===== src/rtl/upstream_arb_pkg.sv =====
// Shared types for the upstream memory write-port arbiter.
// Holds the one-hot state encoding, the grant-source enum and the default
// address/data widths used as parameter defaults by upstream_mem_arbiter.
package upstream_arb_pkg;

    localparam int unsigned AW_DEF = 8;
    localparam int unsigned DW_DEF = 32;

    // One-hot arbiter states
    typedef enum logic [3:0] {
        ST_IDLE  = 4'b0001,
        ST_WRITE = 4'b0010,
        ST_DONE  = 4'b0100,
        ST_ERR   = 4'b1000
    } arb_state_e;

    // Which requester owns the current write
    typedef enum logic {
        GNT_ORDER = 1'b0,
        GNT_MAX   = 1'b1
    } gnt_src_e;

endpackage


===== src/rtl/upstream_mem_arbiter.sv =====
// Shares the single write port of the risk/limit memory between the order
// path and the max-limit path. Latches the winning request, drives the write
// handshake with an acknowledge timeout, and returns memwr / done pulses.
//
// Ports:
//   clk, rst                      clock, synchronous active-high reset
//   order_req/addr/data, order_done   order requester, done pulse
//   max_req/addr/data, max_done       max-limit requester, done pulse
//   mem_we, mem_addr, mem_wdata, mem_ack   memory write handshake
//   memwr                         one-cycle pulse on any completed write
//   wr_err                        one-cycle pulse on acknowledge timeout
//   busy                          high whenever not IDLE
//
// Optional feature: define UPSTREAM_ARB_AGING_EN to let a long-waiting order
// request (AGE_LIMIT lost arbitrations) outrank a simultaneous max request.
// Without it, max always beats order and no age counter exists.
module upstream_mem_arbiter
    import upstream_arb_pkg::*;
#(
    parameter int unsigned AW          = AW_DEF,
    parameter int unsigned DW          = DW_DEF,
    parameter int unsigned ACK_TIMEOUT = 16,
    parameter int unsigned AGE_LIMIT   = 4
) (
    input  logic          clk,
    input  logic          rst,
    input  logic          order_req,
    input  logic [AW-1:0] order_addr,
    input  logic [DW-1:0] order_data,
    output logic          order_done,
    input  logic          max_req,
    input  logic [AW-1:0] max_addr,
    input  logic [DW-1:0] max_data,
    output logic          max_done,
    output logic          mem_we,
    output logic [AW-1:0] mem_addr,
    output logic [DW-1:0] mem_wdata,
    input  logic          mem_ack,
    output logic          memwr,
    output logic          wr_err,
    output logic          busy
);

    localparam int unsigned TW = (ACK_TIMEOUT > 1) ? $clog2(ACK_TIMEOUT) : 1;

    // Elaboration-time sanity check on the parameters
    if (ACK_TIMEOUT < 1 || AGE_LIMIT < 1) begin : g_param_check
        $error("upstream_mem_arbiter: ACK_TIMEOUT and AGE_LIMIT must be >= 1");
    end

    arb_state_e    state_q;
    gnt_src_e      grant_q;
    logic [TW-1:0] tmo_q;
    logic [AW-1:0] addr_q;
    logic [DW-1:0] wdata_q;
    logic          mem_we_q;
    logic          order_done_q;
    logic          max_done_q;
    logic          memwr_q;
    logic          wr_err_q;
    logic          busy_q;
    logic          gnt_order_c;

`ifdef UPSTREAM_ARB_AGING_EN
    localparam int unsigned AGW = $clog2(AGE_LIMIT + 1);
    logic [AGW-1:0] age_q;

    // Order wins when uncontested, or once it has aged to the limit
    always_comb begin
        gnt_order_c = order_req && !max_req;
        if (order_req && (age_q == AGW'(AGE_LIMIT))) begin
            gnt_order_c = 1'b1;
        end
    end

    // Count arbitrations lost by a waiting order request, saturating
    always_ff @(posedge clk) begin
        if (rst) begin
            age_q <= '0;
        end else if (!order_req) begin
            age_q <= '0;
        end else if (state_q == ST_IDLE) begin
            if (gnt_order_c) begin
                age_q <= '0;
            end else if (max_req && (age_q != AGW'(AGE_LIMIT))) begin
                age_q <= age_q + AGW'(1);
            end
        end
    end
`else
    // Fixed priority: a pending limit change always lands first
    always_comb begin
        gnt_order_c = order_req && !max_req;
    end
`endif

    // Arbiter FSM with registered handshake and pulse outputs
    always_ff @(posedge clk) begin
        if (rst) begin
            state_q      <= ST_IDLE;
            grant_q      <= GNT_ORDER;
            tmo_q        <= '0;
            addr_q       <= '0;
            wdata_q      <= '0;
            mem_we_q     <= 1'b0;
            order_done_q <= 1'b0;
            max_done_q   <= 1'b0;
            memwr_q      <= 1'b0;
            wr_err_q     <= 1'b0;
            busy_q       <= 1'b0;
        end else begin
            order_done_q <= 1'b0;
            max_done_q   <= 1'b0;
            memwr_q      <= 1'b0;
            wr_err_q     <= 1'b0;
            unique case (state_q)
                ST_IDLE: begin
                    if (order_req || max_req) begin
                        if (gnt_order_c) begin
                            grant_q <= GNT_ORDER;
                            addr_q  <= order_addr;
                            wdata_q <= order_data;
                        end else begin
                            grant_q <= GNT_MAX;
                            addr_q  <= max_addr;
                            wdata_q <= max_data;
                        end
                        tmo_q    <= '0;
                        mem_we_q <= 1'b1;
                        busy_q   <= 1'b1;
                        state_q  <= ST_WRITE;
                    end
                end
                ST_WRITE: begin
                    // Ack has precedence over a timeout on the same edge
                    if (mem_ack) begin
                        mem_we_q     <= 1'b0;
                        memwr_q      <= 1'b1;
                        order_done_q <= (grant_q == GNT_ORDER);
                        max_done_q   <= (grant_q == GNT_MAX);
                        state_q      <= ST_DONE;
                    end else if (tmo_q == TW'(ACK_TIMEOUT - 1)) begin
                        mem_we_q <= 1'b0;
                        wr_err_q <= 1'b1;
                        state_q  <= ST_ERR;
                    end else begin
                        tmo_q <= tmo_q + TW'(1);
                    end
                end
                ST_DONE, ST_ERR: begin
                    busy_q  <= 1'b0;
                    state_q <= ST_IDLE;
                end
                default: begin
                    mem_we_q <= 1'b0;
                    busy_q   <= 1'b0;
                    state_q  <= ST_IDLE;
                end
            endcase
        end
    end

    assign mem_we     = mem_we_q;
    assign mem_addr   = addr_q;
    assign mem_wdata  = wdata_q;
    assign order_done = order_done_q;
    assign max_done   = max_done_q;
    assign memwr      = memwr_q;
    assign wr_err     = wr_err_q;
    assign busy       = busy_q;

endmodule


===== config.mk =====
export PLATFORM = sky130hd
export DESIGN_NAME = upstream_mem_arbiter
export DESIGN_NICKNAME = d
export VERILOG_FILES = /design/src/rtl/upstream_arb_pkg.sv /design/src/rtl/upstream_mem_arbiter.sv
export SDC_FILE = /design/constraint.sdc
export NUM_CORES = 1
export LEC_CHECK = 0
export BUFFER_PORTS_ARGS = -buffer_cell sky130_fd_sc_hd__buf_2
export CORE_MARGIN = 8
export CORE_UTILIZATION = 45
export CTS_CLUSTER_SIZE = 16
export DETAILED_ROUTE_END_ITERATION = 6
export PLACE_DENSITY = 0.81
export SLEW_MARGIN = 25
export SYNTH_ARGS = -nofsm -noshare
export SYNTH_HDL_FRONTEND = slang
export SYNTH_SLANG_ARGS = --single-unit
export TNS_END_PERCENT = 5

===== constraint.sdc =====
create_clock -name clk -period 2.5 [get_ports clk]
set_input_delay 0.125 -clock clk [delete_from_list [all_inputs] [get_ports clk]]
set_output_delay 0.125 -clock clk [all_outputs]
set_load 0.1 [all_outputs]

=== Word-level counts from Yosys, hierarchy flattened ===
Index checks and enable logic that the tools add are counted.
Widths: inputs -> output; s select.

* Bits in registers: 55
* Input port bits: 85
* Output and inout bits: 46
* Logic and storage cells: 56

* $add $sub $neg: 1
* Eq/ne operators: 9
* Multiplexer cells: 18
* Bitwise operators: 4
* Reduce and logical (&&, ||, !) cells: 13

{| class="wikitable"
|+ Operators by type and width
! cell !! count
|-
| $mux 32 || 1
|-
| $mux 4 || 6
|-
| $pmux 4 s2 || 2
|-
| $eq 4x4->1 const B || 2
|-
| $mux 8 || 1
|-
| $mux 1 || 6
|-
| $ne 2x2->1 const B || 3
|-
| $reduce_and 2->1 || 3
|-
| $reduce_or 3->1 || 2
|-
| $add 4x1->4 const B || 1
|-
| $eq 4x1->1 const B || 1
|-
| $eq 4x2->1 const B || 1
|-
| $eq 4x3->1 const B || 1
|-
| $not 1->1 || 4
|-
| $reduce_and 4->1 || 1
|-
| $reduce_or 2->1 || 2
|-
| $ne 3x3->1 const B || 1
|-
| $pmux 1 s3 || 1
|-
| $reduce_and 3->1 || 1
|-
| $pmux 1 s2 || 1
|-
| $reduce_bool 2->1 || 1
|-
| $logic_and 1x1->1 || 1
|-
| $logic_not 1->1 || 1
|-
| $logic_or 1x1->1 || 1
|}

=== Logic depth before layout (Yosys ltp) ===
Gate-level depths: netlist (run 1).

* Word-level depth: 4
* Mapped depth: 6
* Gate-level depth less buffers: 5

=== Least setup slack after synthesis (run 1) ===
Ideal clock, no wire load.

* Kind: reg2reg
* Start: reg state_q[3]
* End: reg addr_q[0] (netlist: mem_addr[0])
* Arrival: 1.402 ns
* Data required time: 2.419 ns
* Setup slack: 1.017 ns
* Cell stages (with the launch flop): 7
* Path buffers: 2
* Clock period less this slack: 1.483 ns
* Cells stage by stage: dfxtp_1 > nor4b_4 > and2_1 > buf_6 > buf_6 > nor2_2 > a211oi_2

* Word-level cells in the longest chain between the ends: 2

{| class="wikitable"
|+ RTL lines
! element !! RTL line !! text
|-
| start, declared || upstream_mem_arbiter.sv:51 || <nowiki>arb_state_e state_q;</nowiki>
|-
| start signal, assigned || upstream_mem_arbiter.sv:100 || <nowiki>state_q <= ST_IDLE;</nowiki>
|-
| start signal, assigned || upstream_mem_arbiter.sv:131 || <nowiki>state_q <= ST_WRITE;</nowiki>
|-
| start signal, assigned || upstream_mem_arbiter.sv:141 || <nowiki>state_q <= ST_DONE;</nowiki>
|-
| $eq 4x1->1 || upstream_mem_arbiter.sv:116 || <nowiki>unique case (state_q)</nowiki>
|-
| $reduce_and 2->1 (no line) || - ||
|-
| end signal, assigned || upstream_mem_arbiter.sv:121 || <nowiki>addr_q <= order_addr;</nowiki>
|-
| end signal, assigned || upstream_mem_arbiter.sv:125 || <nowiki>addr_q <= max_addr;</nowiki>
|-
| end, declared || upstream_mem_arbiter.sv:54 || <nowiki>logic [AW-1:0] addr_q;</nowiki>
|}

No other way between the ends.
A chain may end at the register's enable or synchronous reset.

=== Worst setup path after layout (run 1) ===
* Start: reg state_q[3]
* End: reg addr_q[6] (netlist: mem_addr[6])

Same word-level chain as after synthesis.

==> results.yml, run 1 <==
outcome:
  status: "finished, final reports clean"
sta:
  setup_repair_after_global_routing_missed_its_margin: "no"
  tightestPinTransition_ns: 0.5431
  timing.slew.headroom_pct: 63.80
  setup_viol: 0
  period_minus_slack_ns: 1.734
  finalCritPeriodShare_pct: 69.38
  hold_viol_final: 0
  fmax_mhz: 576.6
  fin_skew_ns: 0.006783
  timing.final.max_slew_violations: 0
  fin_setup_tns_ns: 0
logic_synthesis:
  post-synth-top-count-cell: "dfxtp_1"
  syn_inst: 242
  synth_top_cell_by_area: "dfxtp_1"
  synth-seq-area-share_pct: 42.09
  register_bit_total_from_synthesis: 55
  synth_flop_cell: "dfxtp_1"
  synth_top_area_share_pct: 42.09
  synth.distinct_cells: 37
  synth-edff-count: 0
  netlist_area_sq_um: 2616
  synth.top_cells.by_area: "dfxtp_1 42%, a211oi_2 18%, mux2i_1 16%"
  syn-num-nets: 328
  async_reset_ff_share_pct: 0
  yosys_warnings: 0
  synth.avg_cell_area_sq_um: 10.81
  list_of_most_frequent_post_synthesis_cells: "55 x dfxtp_1, 41 x mux2i_1, 38 x a211oi_2"
cells_and_area:
  utilization_pct: 60.76
  diodes: 0
  final.fill_count: 460
  layout-area-overhead-vs-synth_pct: 29.46
  final_layout_size_suffix_gt1_share_pct: 53.85
  finish.net_count: 449
setup_path:
  path_buf_inv: 1
  setup.worst_path.class: "reg2reg"
  cp-end-kind: "flop"
  crit_path_max_fanout: 31
  cp_slowest_stage_delay_ns: 0.38
  path_delay_family: "simple AND/OR/NAND/NOR gates"
  cp_data_required_time_ns: 2.72
  crit_path_start_kind: "flop"
  timing.critical_path.slowest_stage_cell: "nor4b_4"
  worstPathCellList: "nor4b_4 -> and2_4 -> buf_4 -> nor2_1 -> a211oi_2"
  worst_ep_arrival_time_ns: 1.96
clocking:
  insertion_delay_ns: 0.30
  cts-root-buf: "clkbuf_8"
  numCtsBuffers: 5
  clock_tree.htree_level_count: 2
  holdBufCountCts: 0
  cts_tree: "yes"
  clock_sinks: 55
  clock_path_buffers: 2
  worst_setup_hold_path_clk_slew_ns: 0.09
  cts_resized: 0
  post_cts.repair.setup_buffers: 0
grt:
  grt_pass1_wl_microns: 10610
  first_global_vias: 2285
  antenna_found_initial: 0
  track_usage_pct: 14.97
  grt_overflow: 0
  grt_start_max_net_pins: 53
flow_run:
  cap_viol_max_count: 0
routing:
  vias_per_cell: 5.053
  detailedRoute.firstIterationViolations: 65
  dr_total_vias: 2203
  postRouteAntennaNets: 0
  wire_per_inst_microns: 14.97
  dr.pass1.iters: 4
  routed_wl_microns: 6525
  drt_drc_violations_left: 0
placed_design:
  globalplace.congestion: 0.8416
  hpwlAfterDp_microns: 5103
  io_buffers: 130
floorplanning:
  core_region_area_sq_um: 5574
  die_area_sq_um: 8510
  chip_width_microns: 92.25
  design.portCount: 131
  die_h_microns: 92.25
  rows: 27
  initial_utilization_pct: 46.94
power_and_ir_drop:
  max-vdd-ir-drop_mv: 0.5539
  power.density_nw_per_um2: 837.8
  p_leak_nw: 1.683
hold_path:
  timing.hold.worst.class: "in2reg"
-- cells in the final DEF, fill, tap and decap left out --
master | netlist | routed
and2_1 | 2 | 1
nor4b_2 | 1 | 1
nor3_2 | 1 | 1
nand4b_1 | 1 | 1
dfxtp_1 | 55 | 55
a32oi_1 | 1 | 1
o21bai_1 | 1 | 1
nand2b_2 | 0 | 1
inv_1 | 1 | 1
mux2i_1 | 41 | 41
nor2_2 | 10 | 10
nor4_2 | 1 | 1
nor2_1 | 36 | 36
and2_4 | 0 | 1
nor4b_4 | 1 | 1
buf_2 | 5 | 130
or3b_1 | 1 | 1
and3_1 | 1 | 1
buf_4 | 4 | 3
buf_12 | 0 | 2
o21ba_1 | 1 | 1
clkbuf_1 | 6 | 1
nor3_1 | 6 | 6
xor2_1 | 1 | 1
a211oi_1 | 2 | 2
a31oi_1 | 2 | 2
or2_1 | 1 | 1
or4b_1 | 1 | 1
nand3_1 | 2 | 2
clkbuf_8 | 0 | 7
a21oi_1 | 3 | 3
nor4_1 | 1 | 1
a22oi_1 | 1 | 1
nand2_1 | 3 | 3
o21ai_1 | 1 | 1
o21ai_0 | 2 | 2
ha_1 | 1 | 1
a211oi_2 | 38 | 38
-- metrics by stage --
stage                     worst slack (ns)  instance area (sq um)  hold slack (ns)  total power, mW  instances
final                               0.7656                   3387          0.03863            2.837        436
after global routing                0.6116                   3387          0.03422            2.968        436
after CTS                           0.7371                   3387          0.02939            2.870        436
after detailed placement            0.7573                   3287           0.3580            2.346        428
after global placement              0.8273                   3287           0.3582            2.321        428
after floorplan                      1.017                   2616           0.2043            2.138        242
-- cell families (layout without fill, tap and decap cells) --
logic type               count (synthesis)  after routing  synth area share [%]
multiplexers                            41             41                 15.69
AO/OA/AOI/OAI                           52             52                 21.66
flip-flops                              55             55                 42.09
XOR/XNOR                                 1              1                0.3348
adder cells (fa/ha/maj)                  1              1                0.4782
AND/OR/NAND/NOR                         70             70                 14.35
buffers and inverters                   22            144                 5.404
-- layout make-up --
type                            instances  area, sq um  area share [%]
Multi-Input combinational cell        165         1379           40.71
Sequential cell                        55         1101           32.51
Timing Repair Buffer                  135        713.2           21.06
Inverter                                1        3.754          0.1108
Tap cell                               72        90.09           2.660
Clock buffer                            8        100.1           2.955
-- path summary, 6_finish.rpt --
| path | start | to | slack (ns) | cells after the start |
|---|---|---|---|---|
| max reg2reg | state_q[3]$_SDFFE_PP0P_ | mem_addr[6]$_SDFFE_PP0P_ | 0.77 | 5 |
| min | mem_ack | wr_err$_SDFF_PP0_ | 0.04 | 2 |
| min reg2reg | grant_q$_SDFFE_PP0P_ | order_done$_SDFF_PP0_ | 0.46 | 1 |
| max | state_q[3]$_SDFFE_PP0P_ | mem_addr[6]$_SDFFE_PP0P_ | 0.77 | 5 |
-- flip-flops by register name, indices dropped and copies added (netlist names), 4 cells and up --
signal,flops
tmo_q,4
state_q,4
mem_wdata,32
mem_addr,8
-- where the power goes --
group	switching [mW]	internal [mW]
Sequential	0.0541	0.979
Clock	0.271	0.253
Combinational	0.997	0.282
Total	1.32	1.51
-- metal layers --
metal  track usage, %  wire length [microns]  up-vias
li1                 -                      -     1113
met5                0                      0        -
met1            17.22                   2783     1004
met4            2.416                     17        0
met2            25.03                   3124       84
met3            7.090                    599        2
No activity file was read; power rests on OpenSTA's default activity.
==> inputs of run 2 (changes only) <==
- ABC_AREA: default -> 1
- clock period: 2.5 -> 1.7 ns (I/O delays scaled with it)
==> run 2 against run 1 <==
Clock skew down 0.0037 ns. Routed wire length up 14%. First-iteration DRC count up 80%. Combinational power up 26%. Register-to-register slack worse by 0.46 ns. Sequential cell count unchanged. Cell count up 33%. Critical path depth up 4. Critical path type unchanged.
==> results.yml, run 2 <==
setup_path:
  worst_ep_arrival_time_ns: 1.64
  setup.reg_to_reg.worst_slack_ns: 0.31
  crit-reg2reg-launch: "tmo_q[1]$_SDFFE_PP0P_"
  cp_data_required_time_ns: 1.94
  cp-end-kind: "flop"
  crit_path_max_fanout: 7
  reg2reg_depth: 9
  cp_slowest_stage_delay_ns: 0.39
  worstPathCellList: "ha_1 -> nand3_1 -> nand2_1 -> inv_1 -> nand2_1 -> nand2_1 -> nor2_1 -> nand2_1 -> nand2_1"
  crit_path_frequent_cell: "nand2_1"
  timing.rr.end: "tmo_q[1]$_SDFFE_PP0P_"
  timing.critical_path.slowest_stage_cell: "dfxtp_1"
  path_buf_inv: 1
  setup.worst_path.class: "reg2reg"
  crit_path_start_kind: "flop"
  path_delay_family: "simple AND/OR/NAND/NOR gates"
logic_synthesis:
  async_reset_ff_share_pct: 0
  netlist_area_sq_um: 2592
  synth_flop_cell: "dfxtp_1"
  yosys_warnings: 0
  synth.top_cells.by_area: "dfxtp_1 42%, nand2_1 26%, nand3_1 9.7%"
  synth-edff-count: 0
  list_of_most_frequent_post_synthesis_cells: "183 x nand2_1, 55 x dfxtp_1, 50 x nand3_1"
  synth_top_cell_by_area: "dfxtp_1"
  syn_inst: 392
  register_bit_total_from_synthesis: 55
  syn-num-nets: 478
  synth.distinct_cells: 19
  post-synth-top-count-cell: "nand2_1"
  synth-seq-area-share_pct: 42.47
  synth_top_area_share_pct: 42.47
  synth.avg_cell_area_sq_um: 6.613
cells_and_area:
  layout-area-overhead-vs-synth_pct: 28.76
  final_layout_size_suffix_gt1_share_pct: 29.22
  seq_area_sq_um: 1101
  utilization_pct: 60.25
  final-instance-count-excl-fill: 582
  mostFrequentLayoutCell: "nand2_1"
  final.fill_count: 544
  multi_input_area_sq_um: 1292
  layout.cells.most_common_list: "183 x nand2_1, 130 x buf_2, 55 x dfxtp_1"
  finish.net_count: 596
  diodes: 0
  post-route-cell-area_sq_um: 3338
  largest_register_ff_count: 32
routing:
  wire_per_inst_microns: 12.79
  detailedRoute.firstIterationViolations: 117
  routed_wl_microns: 7443
  vias_per_cell: 4.875
  drt_drc_violations_left: 0
  dr_total_vias: 2837
  detailroute.wirelength.met3_microns: 508
  postRouteAntennaNets: 0
  uppermost_layer_routed: "met4"
  wl_met2_microns: 3807
  dr.pass1.iters: 4
  detail_route.wirelength.met1_microns: 2967
placed_design:
  io_buffers: 130
  placed_cells: 575
  pre_cts_ws_ns: 0.3226
  placed_cell_area_sq_um: 3251
  hpwlAfterDp_microns: 5875
  globalplace.congestion: 0.8097
sta:
  hold-worst-slack_ns: 0.09755
  setup_repair_after_global_routing_missed_its_margin: "no"
  period_minus_slack_ns: 1.393
  setup_viol: 0
  timing.final.max_slew_violations: 0
  fin_skew_ns: 0.003128
  timing.slew.headroom_pct: 63.82
  fin_ws_ns: 0.3066
  fin_setup_tns_ns: 0
  fmax_mhz: 717.7
  finalCritPeriodShare_pct: 81.96
  hold_viol_final: 0
  tightestPinTransition_ns: 0.5426
power_and_ir_drop:
  total_switching_power_mw: 1.735
  swShare_pct: 45.74
  pwr-share-clk_pct: 18.5
  p_leak_nw: 1.799
  power.sequential.fraction_pct: 39.2
  power_report.internal_total_mw: 2.058
  max-vdd-ir-drop_mv: 0.4990
  power.share.combinational_pct: 42.3
  totalPowerFinal_mw: 3.793
  power.density_nw_per_um2: 1136
grt:
  track_usage_pct: 17.60
  grt_overflow: 0
  antenna_found_initial: 0
  first_global_vias: 2930
  grt_pass1_wl_microns: 12580
  grt_start_max_net_pins: 43
hold_path:
  holdPathEnd: "state_q[3]$_SDFFE_PP0P_"
  min-delay-start: "mem_ack"
  timing.hold.worst.class: "in2reg"
  timing.hold.worst_path_depth: 4
clocking:
  clock_sinks: 55
  post_cts.repair.setup_buffers: 0
  worst_setup_hold_path_clk_slew_ns: 0.09
  insertion_delay_ns: 0.30
  cts_tree: "yes"
  numCtsBuffers: 5
  holdBufCountCts: 0
  cts-root-buf: "clkbuf_8"
  clock_tree.htree_level_count: 2
  cts_resized: 0
  clock_path_buffers: 2
floorplanning:
  die_h_microns: 91.90
  rows: 27
  design.portCount: 131
  core_region_area_sq_um: 5540
  initial_utilization_pct: 46.79
  chip_width_microns: 91.90
  die_area_sq_um: 8446
outcome:
  status: "finished, final reports clean"
flow_run:
  cap_viol_max_count: 0
[run 2: cell count changes after synthesis, sizes merged, moves of 6 or more]
cell	previous run	this run
nand2	3	183
nand3	2	50
a21oi	3	44
mux2i	41	0
a211oi	40	0
nor2	46	12
inv	1	11
clkbuf	6	12
[run 2: how the worst max path moves through the flow]
stage / start / to / cells past startpoint
floorplan: busy$_SDFFE_PP0P_ / busy$_SDFFE_PP0P_ / 3
global placement: tmo_q[0]$_SDFFE_PP0P_ / tmo_q[1]$_SDFFE_PP0P_ / 9
detailed placement: tmo_q[1]$_SDFFE_PP0P_ / tmo_q[1]$_SDFFE_PP0P_ / 9
CTS: tmo_q[1]$_SDFFE_PP0P_ / tmo_q[1]$_SDFFE_PP0P_ / 9
global route: tmo_q[0]$_SDFFE_PP0P_ / tmo_q[1]$_SDFFE_PP0P_ / 9
finish: tmo_q[1]$_SDFFE_PP0P_ / tmo_q[1]$_SDFFE_PP0P_ / 9
[run 2: per-layer routing]
layer,vias up,GRT usage (%)
met5,-,0
met4,0,7.651
met3,13,5.460
met2,93,32.30
met1,1245,17.90
li1,1486,-
[run 2: cell families after synthesis]
family | share of synthesized area [%]
and+or+nand+nor | 39.72
DFF | 42.47
AOI/OAI and AO/OA | 8.977
buffers and inverters | 7.674
xor gates and xnor gates | 0.6758
adders and majority gates | 0.4825
[run 2: power groups by stage]
stage / Sequential [mW] / Clock (mW) / Combinational, mW
after CTS: 1.49 / 0.728 / 1.62
after global placement: 1.51 / 0 / 1.59
after floorplan: 2.36 / 0 / 0.494
final: 1.49 / 0.701 / 1.61
after detailed placement: 1.51 / 0 / 1.62
after global routing: 1.50 / 0.775 / 1.72
[run 2: final cells by class]
| type | count | area share, % |
|---|---|---|
| Clock buffer | 6 | 2.474 |
| Clock inverter | 1 | 0.1499 |
| Inverter | 11 | 1.312 |
| Multi-Input combinational cell | 299 | 38.72 |
| Sequential cell | 55 | 32.98 |
| Tap cell | 72 | 2.699 |
| Timing Repair Buffer | 138 | 21.66 |
[run 2: tightest hold or removal path: cells and delay by family]
family                 cells  cell delay (ns)
AND/OR/NAND/NOR            2             0.13
buffers and inverters      2             0.15
